## config.mk

```make
export PLATFORM = sky130hd
export DESIGN_NAME = registor_bank
export DESIGN_NICKNAME = d
export VERILOG_FILES = /design/src/rtl/registor_pkg.sv /design/src/rtl/registor_cell.sv /design/src/rtl/registor_bank.sv
export SDC_FILE = /design/constraint.sdc
export NUM_CORES = 1
export LEC_CHECK = 0
export BUFFER_PORTS_ARGS = -buffer_cell sky130_fd_sc_hd__buf_2
export CAP_MARGIN = 0
export CORE_ASPECT_RATIO = 1.4
export CORE_UTILIZATION = 35
export DETAILED_ROUTE_END_ITERATION = 8
export PLACE_DENSITY = 0.54
export SYNTH_ARGS = -nofsm -noshare
export SYNTH_HDL_FRONTEND = slang
export SYNTH_SLANG_ARGS = --single-unit
```

## constraint.sdc

```tcl
create_clock -name clk -period 3.6 [get_ports clk]
set_clock_uncertainty 0.2 [all_clocks]
set_input_delay 0.9 -clock clk [delete_from_list [all_inputs] [get_ports clk]]
set_output_delay 0.9 -clock clk [all_outputs]
set_load 0.05 [all_outputs]
```

## src/rtl/registor_pkg.sv

```systemverilog
// Shared operation encodings for the register bank and the datapath control.
package registor_pkg;

  typedef enum logic [1:0] {
    OP_NONE = 2'b00,
    OP_INC  = 2'b01,
    OP_DEC  = 2'b10,
    OP_CLR  = 2'b11
  } op_e;

  // True when an executed inc/dec on 'value' rolls over the register range.
  function automatic logic op_wraps(input op_e op, input logic all_ones, input logic all_zero);
    return ((op == OP_INC) && all_ones) || ((op == OP_DEC) && all_zero);
  endfunction

endpackage

```

## src/rtl/registor_cell.sv

```systemverilog
// One storage register with load and inc/dec/clear; reports rollover combinationally.
module registor_cell
  import registor_pkg::*;
#(
  parameter int WIDTH = 16
) (
  input  logic             clk,
  input  logic             reset_n,
  input  logic             load,
  input  logic [WIDTH-1:0] data,
  input  op_e              op,
  output logic [WIDTH-1:0] q,
  output logic             wrap
);

  logic all_ones;
  logic all_zero;

  assign all_ones = (q == {WIDTH{1'b1}});
  assign all_zero = (q == '0);

  // The bank never presents load and a live op together; load still takes priority.
  assign wrap = !load && op_wraps(op, all_ones, all_zero);

  always_ff @(posedge clk or negedge reset_n) begin
    if (!reset_n) begin
      q <= '0;
    end else if (load) begin
      q <= data;
    end else begin
      case (op)
        OP_INC:  q <= q + WIDTH'(1);
        OP_DEC:  q <= q - WIDTH'(1);
        OP_CLR:  q <= '0;
        default: q <= q;
      endcase
    end
  end

endmodule

```

## src/rtl/registor_bank.sv

```systemverilog
// Register bank: write/modify decode, two combinational read ports, registered wrap pulse.
module registor_bank
  import registor_pkg::*;
#(
  parameter  int WIDTH  = 16,
  parameter  int DEPTH  = 8,
  localparam int ADDR_W = $clog2(DEPTH)
) (
  input  logic              clk,
  input  logic              reset_n,
  input  logic [WIDTH-1:0]  c_bus_in,
  input  logic              WE,
  input  logic [ADDR_W-1:0] wr_sel,
  input  logic [1:0]        op,
  input  logic [ADDR_W-1:0] op_sel,
  input  logic [ADDR_W-1:0] rd_sel_a,
  input  logic [ADDR_W-1:0] rd_sel_b,
  output logic [WIDTH-1:0]  data_out_a,
  output logic [WIDTH-1:0]  data_out_b,
  output logic              zero_a,
  output logic              wrap
);

  logic [DEPTH-1:0] load_vec;
  logic [DEPTH-1:0] wrap_vec;
  op_e              cell_op [DEPTH];
  logic [WIDTH-1:0] q       [DEPTH];
  logic             collide;

  // A write to the same register as a modify wins; the modify is dropped entirely.
  assign collide = WE && (wr_sel == op_sel);

  for (genvar i = 0; i < DEPTH; i++) begin : g_cell
    assign load_vec[i] = WE && (wr_sel == ADDR_W'(i));
    assign cell_op[i]  = ((op_sel == ADDR_W'(i)) && !collide) ? op_e'(op) : OP_NONE;

    registor_cell #(
      .WIDTH (WIDTH)
    ) u_cell (
      .clk     (clk),
      .reset_n (reset_n),
      .load    (load_vec[i]),
      .data    (c_bus_in),
      .op      (cell_op[i]),
      .q       (q[i]),
      .wrap    (wrap_vec[i])
    );
  end

  // Selects beyond DEPTH match no register and read back as zero.
  always_comb begin
    data_out_a = '0;
    data_out_b = '0;
    for (int i = 0; i < DEPTH; i++) begin
      if (rd_sel_a == ADDR_W'(i)) data_out_a = q[i];
      if (rd_sel_b == ADDR_W'(i)) data_out_b = q[i];
    end
  end

  assign zero_a = (data_out_a == '0);

  always_ff @(posedge clk or negedge reset_n) begin
    if (!reset_n) begin
      wrap <= 1'b0;
    end else begin
      wrap <= |wrap_vec;
    end
  end

endmodule

```

# Yosys cells after proc, flatten, opt, wreduce, memory -nomap -nowiden
# Index checks and enable logic that the tools add are counted.
# W data, S select, Z words.
totals:
  reg_bits: 129
  in_bits: 33
  out_inout_bits: 34
classes:
  add_sub_neg: 16
  mux: 40
  eq_ne: 61
  reduce_logical: 80
op_table:
  columns: ["cell", "n"]
  rows:
  - ["$mux W16", 24]
  - ["$pmux W16 S3", 8]
  - ["$logic_not A16 Y1", 9]
  - ["$add A16 B1 Y16 const B", 8]
  - ["$eq A16 B16 Y1 const B", 8]
  - ["$sub A16 B1 Y16 const B", 8]
  - ["$eq A3 B3 Y1 const B", 16]
  - ["$logic_and A1 B1 Y1", 41]
  - ["$eq A2 B2 Y1 const B", 16]
  - ["$reduce_bool A4 Y1", 8]
  - ["$eq A3 B2 Y1 const B", 8]
  - ["$eq A2 B1 Y1 const B", 8]
  - ["$mux W2", 8]
  - ["$eq A3 B1 Y1 const B", 4]
  - ["$logic_not A3 Y1", 4]
  - ["$logic_not A1 Y1", 9]
  - ["$logic_or A1 B1 Y1", 8]
  - ["$reduce_or A8 Y1", 1]
  - ["$eq A3 B3 Y1", 1]

# Depth between registers and ports, before layout
logic_depth:
  word_depth: 10
  mapped_depth: 18
  depth_no_buf: 17

# Hierarchy
# Synthesis repeated with hierarchy kept, for this count alone.
unflattened:
  cells_unflattened: 2223
  area_unflattened_um2: 16818.6
modules_own_cells:
  columns: ["module", "instances", "area_per_inst_um2", "cells_per_inst"]
  rows:
  - ["registor_cell (g_cell[1].u_cell ...)", 7, 1767.9, 230]
  - ["registor_bank", 1, 2546.2, 362]
  - ["registor_cell (g_cell[0].u_cell)", 1, 1896.8, 251]

# Least setup slack after synthesis
# Ideal clock, no wire load.
synth_timing:
  path_type: "input-to-output"
  startpoint: "in rd_sel_a[1]"
  endpoint: "out zero_a"
  path_slack_ps: -1842
  t_arrival_ps: 4342
  stages: 10
  n_path_buf: 3
  path_cell_list: "buf_2 buf_2 buf_2 mux2i_1 o21ai_0 a32oi_1 o21ai_0 nor3_1 nand3_1 nor4_1"
synth_between:
  elab_chain_len: 10
  word_cells_on_any_way: 17
synth_lines:
  columns: ["element", "line", "text"]
  rows:
  - ["from (decl)", "registor_bank.sv:16", "input logic [ADDR_W-1:0] rd_sel_a,"]
  - ["$logic_not A3 Y1", "registor_bank.sv:55", "if (rd_sel_a == ADDR_W'(i)) data_out_a = q[i];"]
  - ["$mux W16 (7 in a row)", "registor_bank.sv:55", null]
  - ["$mux W16 (*)", "registor_bank.sv:55", null]
  - ["named net data_out_a[6]", "registor_bank.sv:18", "output logic [WIDTH-1:0] data_out_a,"]
  - ["$logic_not A16 Y1 (*)", "registor_bank.sv:60", "assign zero_a = (data_out_a == '0);"]
  - ["to (decl)", "registor_bank.sv:20", "output logic zero_a,"]
# The timed path passes the listed nets; every way through them passes the cells marked *.

# Worst setup path in the final report
layout_timing:
  startpoint: "in rd_sel_a[1]"
  endpoint: "out zero_a"
layout_between:
  elab_chain_len: 10
  word_cells_on_any_way: 17
layout_lines:
  columns: ["element", "line"]
  rows:
  - ["$logic_not A3 Y1", "registor_bank.sv:55"]
  - ["$mux W16 (7 in a row)", "registor_bank.sv:55"]
  - ["$mux W16 (*)", "registor_bank.sv:55"]
  - ["$logic_not A16 Y1 (*)", "registor_bank.sv:60"]
# Every way passes the cells marked *; elsewhere a longest branch is shown, timed or not.

==> run metrics <==
clock latency on the worst-skew pair 460 ps; synthesized flop and latch total 129; clock share of power 0.200; largest fanout on the critical path 7; Area Growth Syn to Fin 56.4%; Comb power frac 0.543; CTS buffer count 17; DIE WIDTH 167 um; worst hold path type in -> async; overall routed net length 72400 um; NumNets Final 2302; Vias 16400; Post-synth EDFFs 0; clk slew on worst S/H paths 60 ps; global-route wire length before repair 104000 um; Synth Area per Inst 8.46 um2; port bufs 66; share of cells above drive strength 1 0.443; asr flop ratio synth 1.00; Total Die Area 39100 um2; setup TNS -4080 ps; Overall Global Routing Usage 0.365; Max Cap Viol 0; Sequential Power Share 0.256; antenna-violating nets left 0; CTS Root Cell clkbuf_16; post-DP HPWL 55100 um; Distinct cells, synth 88; initial antenna violation count 3; ys flop type dfrtp_1; WS Path Type in -> out; Core ar. 37600 um2; endpoint class of the critical path output pin; drt first pass iters 6; Hold Fails Final Rpt 0; worst relative slew slack 0.441; Crit path arrival time 2810 ps; endpoints failing setup 35; Max Freq 256 MHz; WL/cell 27.5 um; area of the mapped netlist 13400 um2; total gr overflow 0; max-slew violation count 0; Synth Instances 1584; Finished Cell Area 21000 um2; failing checks setup timing; Net Count, Synth 1737; initial core utilization 0.356; PnR worst setup slack -312 ps; pwr dens 439 nW/um2; Least-Margin Pin Slew 831 ps; GPL Wtd Cong 1.03; CP startpoint kind input port; Die Y 234 um; Final Cycle Share 1.09; Worst EP required 2500 ps; I/O Pins 67; sw power 4.05 mW; outcome finished with violations; Pint 5.16 mW; register area share after synthesis 0.241; Via density 6.21; Bufs on Longest Clock Path 2; number of fill cells in the layout 3427; Ys Warns 0; RSZ-0062 raised after global routing yes; FP Rows 84; htree depth 4; Net Sw Frac 0.440; worst IR drop on VDD 0.267 mV; CTS tree done; Pleak 9.51 nW; DP Area 18300 um2; clk sink count 129; vias in the first global route 16000; initial drt markers 1492; Final Power 9.20 mW; Remaining DRCs 0; crit path time final 3910 ps; largest net degree at the start of global routing 56
-- logic make-up after synthesis --
family / after synthesis / share of synthesized area
AOI/OAI and AO/OA: 576 / 0.299
and+or+nand+nor: 471 / 0.175
buffers and inverters: 142 / 0.0448
DFF: 129 / 0.241
adders and majority gates: 120 / 0.116
xor gates and xnor gates: 79 / 0.0516
muxes: 67 / 0.0716
-- flip-flops by register name, summed over array words and instances (netlist names) --
signal and count:
wrap 1, g_cell.u_cell.q 128
-- power by group through the flow --
stage               registers (mW)  clock network [mW]  logic, mW
finish                        2.36                1.84       5.00
global route                  2.36                1.91       5.28
CTS                           2.32                1.84       4.66
detailed placement            2.33                   0       4.46
global placement              2.34                   0       4.40
floorplan                     2.22                   0       2.27
-- synth_stat cells, drive strengths merged (4+ instances only) --
cell type | n | area [um2]
o221ai | 10 | 87.6
o22ai | 12 | 75.1
and3 | 9 | 56.3
o21bai | 9 | 75.1
a211o | 5 | 43.8
o211ai | 6 | 45.0
nor3 | 57 | 290
or3 | 11 | 68.8
fa | 8 | 160
nand3 | 17 | 85.1
a221o | 36 | 362
a2111oi | 9 | 106
o31ai | 6 | 45.0
mux2i | 37 | 370
a21boi | 4 | 30.0
o41ai | 4 | 53.8
a21oi | 94 | 485
a31oi | 21 | 153
or2 | 5 | 31.3
buf | 20 | 103
and2 | 8 | 50.1
o21a | 16 | 120
nor4 | 36 | 225
ha | 112 | 1400
a21o | 28 | 211
nand2 | 91 | 342
xnor2 | 42 | 368
nor2b | 33 | 206
a22o | 18 | 158
dfrtp | 129 | 3230
nand2b | 23 | 144
mux2 | 8 | 90.1
clkbuf | 61 | 269
mux4 | 22 | 499
nor2 | 127 | 487
o21ai | 156 | 803
a221oi | 8 | 70.1
a22oi | 88 | 661
nand4 | 42 | 263
a222oi | 5 | 50.1
a211oi | 12 | 100
inv | 61 | 229
xor2 | 37 | 324
-- layout by cell type (no fill, tap or decap), types with 8 or more instances in the layout --
cell / synthesis / layout
xor2_1: 37 / 35
o21ai_0: 111 / 81
nand3_1: 17 / 13
ha_1: 112 / 74
a21oi_2: 4 / 43
mux4_2: 21 / 21
xnor2_1: 42 / 35
and3_1: 9 / 9
buf_6: 2 / 29
nand4_1: 42 / 42
o21ai_1: 41 / 42
a31oi_1: 19 / 15
mux2i_1: 37 / 31
buf_2: 10 / 46
buf_8: 0 / 11
nand2_1: 91 / 78
o21ai_2: 3 / 31
o21a_1: 16 / 16
a221o_1: 35 / 35
inv_1: 60 / 50
a21oi_1: 90 / 47
buf_12: 0 / 17
o22ai_1: 12 / 10
dfrtp_1: 129 / 129
nor4_1: 36 / 34
nand2b_1: 23 / 23
nor3_1: 56 / 45
or3_1: 11 / 9
mux2_2: 8 / 8
ha_4: 0 / 34
a22o_1: 18 / 17
nor2_1: 125 / 116
nor3_2: 1 / 12
clkbuf_16: 0 / 18
a21o_1: 27 / 27
a22oi_1: 88 / 87
nor2b_1: 33 / 22
buf_4: 0 / 520
-- metal layers --
metal	up-vias	share of wire	track usage	wire length [um]
li1	7256	-	-	-
met5	-	0	0	0
met3	249	0.070	0.0595	5080
met2	778	0.48	0.618	34600
met4	0	0.081	0.270	5840
met1	8078	0.37	0.415	26900
-- what timing repair did --
item                                    4_1_cts  5_1_grt
cloned                                        2        1
buffers inserted                             37       52
pin swaps                                    75      128
endpoints found under the setup margin       54       65
hold buffers                                  0        0
gates resized for setup                     138      166
-- per-stage QoR --
stage | setup slack [ps] | instances | hold slack [ps] | utilization
final | -312 | 2636 | 141 | 0.557
after global routing | -442 | 2635 | 165 | 0.557
after CTS | -300 | 2587 | 158 | 0.527
after detailed placement | -791 | 2522 | 417 | 0.487
after global placement | -774 | 2522 | 412 | 0.487
after floorplan | -840 | 1584 | 343 | -
-- layout make-up --
| class | count | area [um2] | share of cell area |
|---|---|---|---|
| Clock inverter | 6 | 105 | 0.00501 |
| Sequential cell | 129 | 3230 | 0.154 |
| Antenna cell | 3 | 7.51 | 0.000358 |
| Multi-Input combinational cell | 1313 | 11200 | 0.533 |
| Tap cell | 473 | 592 | 0.0282 |
| Clock buffer | 24 | 482 | 0.0230 |
| Timing Repair Buffer | 627 | 5080 | 0.242 |
| Inverter | 61 | 302 | 0.0144 |
-- worst max-delay path, stage by stage --
cell      delay [ps]
buf_12           120
buf_12           140
mux2i_2          210
nor2_1            80
a21oi_2          250
a21oi_2          100
o22ai_1          170
a222oi_1          90
buf_4            170
nor2_4           100
nand3_2          110
nor4_4           160
buf_6            190
-- path summary, 6_finish.rpt --
kind | slack, ps | cells past startpoint | to | start
max in group asynchronous | 2120 | 2 | g_cell[1].u_cell.q[4] | reset_n
min reg2reg | 450 | 2 | g_cell[6].u_cell.q[7] | g_cell[6].u_cell.q[7]
max reg2reg | 510 | 12 | g_cell[7].u_cell.q[15] | g_cell[7].u_cell.q[1]
min | 140 | 1 | g_cell[6].u_cell.q[14] | reset_n
max | -310 | 13 | zero_a | rd_sel_a[1]
min in group clk | 450 | 2 | g_cell[6].u_cell.q[7] | g_cell[6].u_cell.q[7]
Note: power is estimated with default switching activity, not from simulation.
